===== src/rtl/hci_ext_burst_bridge.sv =====
// Burst-to-word bridge for the HCI external TCDM port: one request per word, read or write.
// Latency: first request the cycle after descriptor accept; read data the cycle after grant at the earliest.
// Backpressure: writes stall on wdata_valid_i/gnt; reads stop issuing once RESP_DEPTH credits are in use.
// Optional perf counters: define HCI_EXT_BRIDGE_PERF_EN.
module hci_ext_burst_bridge #(
  parameter int unsigned AW         = 32,
  parameter int unsigned DW         = 32,
  parameter int unsigned LEN_W      = 16,
  parameter int unsigned RESP_DEPTH = 4,
  parameter int unsigned PERF_W     = 32
) (
  input  logic              clk_i,
  input  logic              rst_ni,
  input  logic              clear_i,
  input  logic              desc_valid_i,
  output logic              desc_ready_o,
  input  logic [AW-1:0]     desc_addr_i,
  input  logic [LEN_W-1:0]  desc_len_i,
  input  logic              desc_wen_i,
  input  logic              wdata_valid_i,
  output logic              wdata_ready_o,
  input  logic [DW-1:0]     wdata_i,
  input  logic [DW/8-1:0]   wdata_be_i,
  output logic              rdata_valid_o,
  input  logic              rdata_ready_i,
  output logic [DW-1:0]     rdata_o,
  output logic              busy_o,
  output logic              done_o,
  output logic              tcdm_req_o,
  input  logic              tcdm_gnt_i,
  output logic [AW-1:0]     tcdm_add_o,
  output logic              tcdm_wen_o,
  output logic [DW-1:0]     tcdm_data_o,
  output logic [DW/8-1:0]   tcdm_be_o,
  input  logic [DW-1:0]     tcdm_r_data_i,
  input  logic              tcdm_r_valid_i,
  output logic              tcdm_r_ready_o,
  output logic [PERF_W-1:0] perf_stall_o,
  output logic [PERF_W-1:0] perf_beats_o
);

  localparam int unsigned   BW      = DW / 8;
  localparam int unsigned   CW      = $clog2(RESP_DEPTH + 1);
  localparam int unsigned   PW      = $clog2(RESP_DEPTH);
  localparam logic [CW-1:0] DEPTH_C = CW'(RESP_DEPTH);
  localparam logic [AW-1:0] STEP_C  = AW'(BW);

  typedef enum logic [2:0] {S_IDLE, S_RD, S_WR, S_DRAIN, S_DONE} state_e;

  state_e            state_q, state_d;
  logic [AW-1:0]     addr_q, addr_d;
  logic [LEN_W-1:0]  rem_q, rem_d;
  logic              wen_q, wen_d;
  logic              hold_vld_q, hold_vld_d;
  logic [DW-1:0]     hold_dat_q, hold_dat_d;
  logic [BW-1:0]     hold_be_q, hold_be_d;
  logic [CW-1:0]     inflight_q, inflight_d;

  logic [DW-1:0]     fifo_mem_q [RESP_DEPTH];
  logic [PW-1:0]     wptr_q, rptr_q;
  logic [CW-1:0]     fifo_cnt_q;

  logic desc_acc, credit_ok, rd_req, wr_req, beat, last_beat, resp_push, fifo_pop;

  function automatic logic [PW-1:0] ptr_inc(input logic [PW-1:0] p);
    return (p == PW'(RESP_DEPTH - 1)) ? '0 : p + PW'(1);
  endfunction

  // A new read may only be issued while in-flight reads plus buffered data leave FIFO room.
  assign credit_ok = (inflight_q + fifo_cnt_q) < DEPTH_C;
  assign desc_acc  = (state_q == S_IDLE) && desc_valid_i && !clear_i;
  assign rd_req    = (state_q == S_RD) && credit_ok;
  // Once a write beat is captured it keeps the request up even if the stream drops valid.
  assign wr_req    = (state_q == S_WR) && (hold_vld_q || wdata_valid_i);
  assign beat      = (rd_req || wr_req) && tcdm_gnt_i;
  assign last_beat = beat && (rem_q == LEN_W'(1));
  // Responses are only accepted for reads actually outstanding in this burst.
  assign resp_push = tcdm_r_valid_i && ((state_q == S_RD) || (state_q == S_DRAIN))
                     && (inflight_q != '0);
  assign fifo_pop  = (fifo_cnt_q != '0) && rdata_ready_i;

  // State register
  always_ff @(posedge clk_i or negedge rst_ni) begin
    if (!rst_ni) state_q <= S_IDLE;
    else         state_q <= state_d;
  end

  // Next-state logic; clear_i overrides every other event
  always_comb begin
    state_d = state_q;
    if (clear_i) begin
      state_d = S_IDLE;
    end else begin
      unique case (state_q)
        S_IDLE:  if (desc_valid_i) state_d = (desc_len_i == '0) ? S_DONE :
                                             (desc_wen_i ? S_RD : S_WR);
        S_RD:    if (last_beat) state_d = S_DRAIN;
        S_WR:    if (last_beat) state_d = S_DONE;
        S_DRAIN: if ((inflight_q == '0) || ((inflight_q == CW'(1)) && resp_push))
                   state_d = S_DONE;
        S_DONE:  state_d = S_IDLE;
        default: state_d = S_IDLE;
      endcase
    end
  end

  // Outputs decoded from state and the request qualifiers
  always_comb begin
    desc_ready_o  = 1'b0;
    busy_o        = 1'b1;
    done_o        = 1'b0;
    tcdm_req_o    = 1'b0;
    tcdm_data_o   = '0;
    tcdm_be_o     = '0;
    wdata_ready_o = 1'b0;
    unique case (state_q)
      S_IDLE: begin
        desc_ready_o = !clear_i;
        busy_o       = 1'b0;
      end
      S_RD:   tcdm_req_o = rd_req;
      S_WR: begin
        tcdm_req_o    = wr_req;
        tcdm_data_o   = hold_vld_q ? hold_dat_q : wdata_i;
        tcdm_be_o     = hold_vld_q ? hold_be_q  : wdata_be_i;
        wdata_ready_o = wr_req && tcdm_gnt_i;
      end
      S_DONE: done_o = 1'b1;
      default: ;
    endcase
  end

  assign tcdm_add_o     = addr_q;
  assign tcdm_wen_o     = wen_q;
  assign tcdm_r_ready_o = 1'b1;

  // Burst bookkeeping: address/length walk, write-beat skid, in-flight read count
  always_comb begin
    addr_d     = addr_q;
    rem_d      = rem_q;
    wen_d      = wen_q;
    hold_vld_d = hold_vld_q;
    hold_dat_d = hold_dat_q;
    hold_be_d  = hold_be_q;
    inflight_d = inflight_q;
    if (clear_i) begin
      hold_vld_d = 1'b0;
      inflight_d = '0;
    end else begin
      if (desc_acc) begin
        addr_d = desc_addr_i;
        rem_d  = desc_len_i;
        wen_d  = desc_wen_i;
      end else if (beat) begin
        addr_d = addr_q + STEP_C;
        rem_d  = rem_q - LEN_W'(1);
      end
      if (wr_req && tcdm_gnt_i) begin
        hold_vld_d = 1'b0;
      end else if (wr_req && !hold_vld_q) begin
        hold_vld_d = 1'b1;
        hold_dat_d = wdata_i;
        hold_be_d  = wdata_be_i;
      end
      inflight_d = inflight_q + ((rd_req && tcdm_gnt_i) ? CW'(1) : '0)
                              - (resp_push ? CW'(1) : '0);
    end
  end

  // Bookkeeping registers
  always_ff @(posedge clk_i or negedge rst_ni) begin
    if (!rst_ni) begin
      addr_q     <= '0;
      rem_q      <= '0;
      wen_q      <= 1'b0;
      hold_vld_q <= 1'b0;
      hold_dat_q <= '0;
      hold_be_q  <= '0;
      inflight_q <= '0;
    end else begin
      addr_q     <= addr_d;
      rem_q      <= rem_d;
      wen_q      <= wen_d;
      hold_vld_q <= hold_vld_d;
      hold_dat_q <= hold_dat_d;
      hold_be_q  <= hold_be_d;
      inflight_q <= inflight_d;
    end
  end

  // Response FIFO pointers and occupancy; simultaneous push/pop leaves the count unchanged
  always_ff @(posedge clk_i or negedge rst_ni) begin
    if (!rst_ni) begin
      wptr_q     <= '0;
      rptr_q     <= '0;
      fifo_cnt_q <= '0;
    end else if (clear_i) begin
      wptr_q     <= '0;
      rptr_q     <= '0;
      fifo_cnt_q <= '0;
    end else begin
      if (resp_push) wptr_q <= ptr_inc(wptr_q);
      if (fifo_pop)  rptr_q <= ptr_inc(rptr_q);
      fifo_cnt_q <= fifo_cnt_q + (resp_push ? CW'(1) : '0) - (fifo_pop ? CW'(1) : '0);
    end
  end

  // Response FIFO storage (no reset needed: read out only when occupied)
  always_ff @(posedge clk_i) begin
    if (resp_push) fifo_mem_q[wptr_q] <= tcdm_r_data_i;
  end

  assign rdata_valid_o = (fifo_cnt_q != '0);
  assign rdata_o       = rdata_valid_o ? fifo_mem_q[rptr_q] : '0;

`ifdef HCI_EXT_BRIDGE_PERF_EN
  logic [PERF_W-1:0] stall_q, beats_q;

  // Saturating stall/beat counters
  always_ff @(posedge clk_i or negedge rst_ni) begin
    if (!rst_ni) begin
      stall_q <= '0;
      beats_q <= '0;
    end else if (clear_i) begin
      stall_q <= '0;
      beats_q <= '0;
    end else begin
      if ((rd_req || wr_req) && !tcdm_gnt_i && (stall_q != '1)) stall_q <= stall_q + PERF_W'(1);
      if (beat && (beats_q != '1)) beats_q <= beats_q + PERF_W'(1);
    end
  end

  assign perf_stall_o = stall_q;
  assign perf_beats_o = beats_q;
`else
  assign perf_stall_o = '0;
  assign perf_beats_o = '0;
`endif

endmodule


===== config.mk =====
export PLATFORM = sky130hd
export DESIGN_NAME = hci_ext_burst_bridge
export DESIGN_NICKNAME = d
export VERILOG_FILES = /design/src/rtl/hci_ext_burst_bridge.sv
export SDC_FILE = /design/constraint.sdc
export NUM_CORES = 1
export LEC_CHECK = 0
export BUFFER_PORTS_ARGS = -buffer_cell sky130_fd_sc_hd__buf_4
export CAP_MARGIN = 15
export CORE_MARGIN = 1.5
export CORE_UTILIZATION = 50
export DETAILED_ROUTE_END_ITERATION = 8
export PLACE_DENSITY = 0.76
export SETUP_SLACK_MARGIN = 0.5
export SYNTH_ARGS = -nofsm -noshare
export SYNTH_HDL_FRONTEND = slang
export SYNTH_SLANG_ARGS = --single-unit

===== constraint.sdc =====
create_clock -name clk_i -period 7.75 [get_ports clk_i]
set_input_delay 0.3875 -clock clk_i [delete_from_list [all_inputs] [get_ports clk_i]]
set_output_delay 0.3875 -clock clk_i [all_outputs]
set_load 0.1 [all_outputs]

# After elaboration in Yosys (flattened, before gate mapping)
# Memory sizes are Yosys's and may differ from the RTL's.
# Index checks and enable logic that the tools add are counted.
# W data, S select, Z words.
dict set report totals {
  register_bits 99
  mem_bits_rw 128
  out_inout_bits 172
  elab_cells 106
  mem_count 1
}
# name words word_bits read_ports rd_ports_with_merged_regs wr line_no
set memory_table {}
lappend memory_table {fifo_mem_q 4 32 1 0 1 59} ;# logic [DW-1:0] fifo_mem_q [RESP_DEPTH];
dict set report op_classes {
  add_sub_neg 9
  n_lt_le_gt_ge 1
  eq_ne 12
  n_mux 38
  bitwise_logic 2
  n_reduce_logical 32
}
# operator n
set op_table {}
lappend op_table {{$mux W32} 5}
lappend op_table {{$add A32 B3 Y32 const B} 1}
lappend op_table {{$mux W16} 2}
lappend op_table {{$mux W3} 8}
lappend op_table {{$eq A16 B1 Y1 const B} 1}
lappend op_table {{$logic_not A16 Y1} 1}
lappend op_table {{$sub A16 B1 Y16 const B} 1}
lappend op_table {{$mux W2} 7}
lappend op_table {{$logic_and A1 B1 Y1} 13}
lappend op_table {{$mux W1} 12}
lappend op_table {{$pmux W3 S4} 1}
lappend op_table {{$ne A3 B3 Y1 const B} 3}
lappend op_table {{$reduce_bool A3 Y1} 3}
lappend op_table {{$mux W4} 2}
lappend op_table {{$add A3 B1 Y3} 2}
lappend op_table {{$eq A3 B1 Y1 const B} 2}
lappend op_table {{$eq A3 B2 Y1 const B} 2}
lappend op_table {{$logic_not A3 Y1} 2}
lappend op_table {{$reduce_bool A2 Y1} 3}
lappend op_table {{$add A2 B1 Y2 const B} 2}
lappend op_table {{$eq A2 B2 Y1 const B} 2}
lappend op_table {{$logic_or A1 B1 Y1} 4}
lappend op_table {{$reduce_and A2 Y1} 2}
lappend op_table {{$reduce_and A4 Y1} 1}
lappend op_table {{10 further kinds} 12}

# Logic depth before layout (Yosys ltp)
dict set report logic_depth {
  ltp_word 9
  mapped_depth 13
}

# Least setup slack after synthesis
# No wires, ideal clock.
dict set report synth_timing {
  path_kind {reg-to-reg}
  start {register state_q[0]}
  end {register addr_q[9] (netlist: tcdm_add_o[9])}
  setup_time_ns 0.094
  t_arrival_ns 4.975
  t_required_ns 7.656
  path_slack_ns 2.681
  path_stages_with_launch 8
  n_path_buf 2
  period_less_slack_ns 5.069
  path_cell_list {dfrtp_1 -> buf_2 -> nor4_1 -> nand2_1 -> nand2_1 -> buf_2 -> a21oi_1 -> a211oi_1}
}
dict set report synth_between {
  elab_chain_len 6
}
# item line_no
set synth_lines {}
lappend synth_lines {{start, declared} 50} ;# state_e state_q, state_d;
lappend synth_lines {{start signal, assigned} 85} ;# else state_q <= state_d;
lappend synth_lines {{$eq A3 B1 Y1 / $eq A3 B2 Y1 (equally long branches)} {72, 74}}
lappend synth_lines {{$logic_and A1 B1 Y1 (on tied branches)} {72, 74}}
lappend synth_lines {{$logic_or A1 B1 Y1} 75} ;# assign beat = (rd_req || wr_req) && tcdm_gnt_i;
lappend synth_lines {{$logic_and A1 B1 Y1} 75}
lappend synth_lines {{$reduce_bool A2 Y1 (no source line)} -}
lappend synth_lines {{$reduce_and A2 Y1 (no source line)} -}
lappend synth_lines {{end signal, assigned} 181} ;# addr_q <= addr_d;
lappend synth_lines {{end, declared} 51} ;# logic [AW-1:0] addr_q, addr_d;
# Parallel ways exist; a longest one is shown, timed or not.
# A chain may end at the register's enable or synchronous reset.

# Worst setup path in the final report
dict set report layout_timing {
  start {register hold_vld_q}
  end {register hold_dat_q[16]}
}
dict set report layout_between {
  elab_chain_len 5
}
# item line_no
set layout_lines {}
lappend layout_lines {{start, declared} 54} ;# logic hold_vld_q, hold_vld_d;
lappend layout_lines {{start signal, assigned} 184} ;# hold_vld_q <= hold_vld_d;
lappend layout_lines {{$logic_or A1 B1 Y1} 74} ;# assign wr_req = (state_q == S_WR) && (hold_vld_q || wdata_valid_i);
lappend layout_lines {{$logic_and A1 B1 Y1} 74}
lappend layout_lines {{$logic_and A1 B1 Y1} 158} ;# if (wr_req && tcdm_gnt_i) begin
lappend layout_lines {{$not A1 Y1 (no source line)} -}
lappend layout_lines {{$reduce_and A3 Y1 (no source line) *} -}
lappend layout_lines {{end signal, assigned} 185} ;# hold_dat_q <= hold_dat_d;
lappend layout_lines {{end, declared} 55} ;# logic [DW-1:0] hold_dat_q, hold_dat_d;
# Every way passes the cells marked *; elsewhere a longest branch is shown, timed or not.

==> impl_metrics.py <==
metrics = {
    "outcome": {
        "status": "completed",
    },
    "sta": {
        "fin_setup_tns_ns": 0,
        "max_slew_margin": 0.255,
        "max_freq_mhz": 311,
        "setup_viol": 0,
        "post-route-min-period_ns": 3.22,
        "finClkSkew_ns": 0.0231,
        "rsz0062_at_grt": "false",
        "hold_violations": 0,
        "slew_viol_final": 0,
        "worst_pin_slew_ns": 1.12,
        "post-route-period-util": 0.415,
    },
    "die": {
        "die-area_um2": 23000,
        "initial_core_util": 0.508,
        "coreArea_um2": 21800,
        "die_h_um": 152,
        "rows": 54,
        "die_width_um": 152,
        "ios": 297,
    },
    "clock_network": {
        "cts.path.max_buffers": 3,
        "clk_latency_ns": 0.52,
        "cts-root-buf": "clkbuf_16",
        "cts_tree": "done",
        "hold_buffers": 1,
        "cts_buffers": 24,
        "cts_resized": 0,
        "clk_pin_slew_ns": 0.06,
        "htree_levels": 1,
        "cts.sinks": 227,
        "post_cts_buffers": 0,
    },
    "yosys": {
        "netlist_area_um2": 11100,
        "synth_edf_count": 128,
        "ys_top_cells_by_area": "edfxtp_1 (35%), dfrtp_1 (22%), mux4_2 (6.5%)",
        "syn_avg_cell_area_um2": 12.9,
        "yosysWarnings": 0,
        "async_flop_share": 0.436,
        "synth_flop_cell": "edfxtp_1",
        "yosysTopAreaCell": "edfxtp_1",
        "synth.ff_latch_count": 227,
        "ys_seq_area_frac": 0.572,
        "synthCells": 856,
        "synth_top_area_frac": 0.348,
        "synth.distinct_cells": 60,
    },
    "pwr": {
        "vdd_ir_drop_max_mv": 0.283,
        "p_int_mw": 2.63,
        "clkPwrFrac": 0.239,
        "comb_power_share": 0.434,
        "p_sw_frac": 0.452,
        "leakage_nw": 5.59,
        "powerDensity_nw_per_um2": 354,
        "seqPwrFrac": 0.327,
        "p_sw_mw": 2.17,
    },
    "global_route": {
        "overflow": 0,
        "grt_pass1_vias": 7181,
        "grt_max_degree": 54,
        "antenna_found_initial": 0,
        "grt_usage": 0.210,
        "grt_pass1_wl_um": 37600,
    },
    "drt": {
        "drtIter0Drc": 324,
        "first_pass_iters": 5,
        "routed_wl_um": 24200,
        "drc": 0,
        "vias": 7301,
        "wire_per_inst_um": 17.6,
        "ant_nets": 0,
        "viasPerCell": 5.33,
    },
    "final_layout": {
        "final_cell_mix": "buf_4 (238), edfxtp_1 (128), dfrtp_1 (97)",
        "syn_to_final_growth_pct": 22.6,
        "fin_nets": 1214,
        "design_area_um2": 13600,
        "fillers": 1729,
        "drive_gt1_frac": 0.334,
        "diodes": 0,
        "layout_commonest_cell": "buf_4",
    },
    "critical_path": {
        "critPathCaptureType": "register",
        "critPathLaunchType": "register",
        "arrival_ns": 3.62,
        "required_ns": 8.16,
        "crit_fanout": 39,
        "critPathKind": "reg2reg",
    },
    "min_path": {
        "hold_path.class": "in2reg",
    },
    "place": {
        "routabilityCongestion": 0.839,
        "post_dp_cell_area_um2": 12700,
        "port_buffers": 231,
        "dp_hpwl_um": 16200,
    },
    "run": {
        "max_cap_violations": 0,
    },
}
## critical path, cell delays in order (launching register included)
cell and delay (ns):
dfrtp_2 1.09, nor2_1 0.15, or2_1 0.27, or4_2 1.08
mux2_4 0.49
## metal layers
layer	global-route usage	vias up	part of all wire
li1	-	3407	-
met1	0.269	3579	0.41
met2	0.356	284	0.49
met3	0.0512	31	0.083
met4	0.0553	0	0.019
met5	0	-	0
## Yosys cell counts, drive strengths merged, types with 2 or more instances
library cell / n
o221ai: 2
mux2i: 38
nor2: 87
fa: 2
a31oi: 5
nand2b: 2
mux2: 36
nor4: 11
nand3: 22
buf: 87
or3b: 2
o22ai: 4
a21oi: 28
and3: 9
dfrtp: 99
mux4: 32
or4: 5
o32ai: 2
o21ai: 24
and4: 3
nor3: 17
and2: 40
xor2: 17
or2: 3
clkbuf: 23
edfxtp: 128
ha: 13
nor3b: 4
xnor2: 11
inv: 13
nand2: 44
o31a: 2
nor2b: 4
a311oi: 4
a211oi: 2
conb: 2
nand4: 14
or3: 4
## through the flow
stage                     utilization  cells  setup slack (ns)  total power, mW  hold WS [ns]
after floorplan                     -    919              2.68             3.27        0.0919
final                           0.623   1371              4.53             4.80        0.0563
after detailed placement        0.585   1327              4.53             3.68         0.447
after global routing            0.623   1371              4.39             4.99        0.0519
after CTS                       0.623   1371              4.53             4.84        0.0336
after global placement          0.585   1327              4.58             3.66         0.450
## power by group through the flow
stage               clock network [mW]  registers, mW  logic (mW)
finish                            1.15           1.57        2.08
global route                      1.21           1.59        2.18
CTS                               1.17           1.57        2.10
detailed placement                   0           1.58        2.10
global placement                     0           1.58        2.07
floorplan                            0           1.83        1.44
## registers in the layout, summed over array words and instances, names as in the netlist
signal      cells
state_q         3
tcdm_add_o     32
rptr_q          2
fifo_mem_q    128
hold_vld_q      1
hold_dat_q     32
wptr_q          2
rem_q          16
tcdm_wen_o      1
fifo_cnt_q      3
hold_be_q       4
inflight_q      3
## logic make-up (layout without fill, tap and decap cells)
logic type | Yosys count | after routing | share of synthesized area
AND/OR/NAND/NOR | 272 | 272 | 0.125
flip-flops | 227 | 227 | 0.572
buffers and inverters | 123 | 295 | 0.0683
multiplexers | 106 | 106 | 0.146
AO/OA/AOI/OAI | 83 | 83 | 0.0471
XOR/XNOR | 28 | 28 | 0.0222
adder cells (fa/ha/maj) | 15 | 15 | 0.0183
other | 2 | 65 | 0.000679
## path summary, 6_finish.rpt
path,from,to,slack [ns],cells past startpoint
setup / recovery,hold_vld_q,hold_dat_q[16],4.53,4
hold / removal,desc_addr_i[1],tcdm_add_o[1],0.06,3
setup reg to reg,hold_vld_q,hold_dat_q[16],4.53,4
hold reg to reg,tcdm_wen_o,tcdm_wen_o,0.49,2
max in group asynchronous,rst_ni,tcdm_add_o[27],6.16,3
min in group asynchronous,rst_ni,hold_dat_q[14],0.42,2
## cell type report
| type | instances | area (um2) | share of cell area |
|---|---|---|---|
| clock buffer | 33 | 684 | 0.0505 |
| multi-input combinational | 569 | 4220 | 0.312 |
| clock inverter | 10 | 125 | 0.00923 |
| inverter | 13 | 48.8 | 0.00360 |
| timing repair buffer | 239 | 1800 | 0.133 |
| tap | 280 | 350 | 0.0259 |
| sequential | 227 | 6320 | 0.467 |
Power figures use the tool's default switching activity.
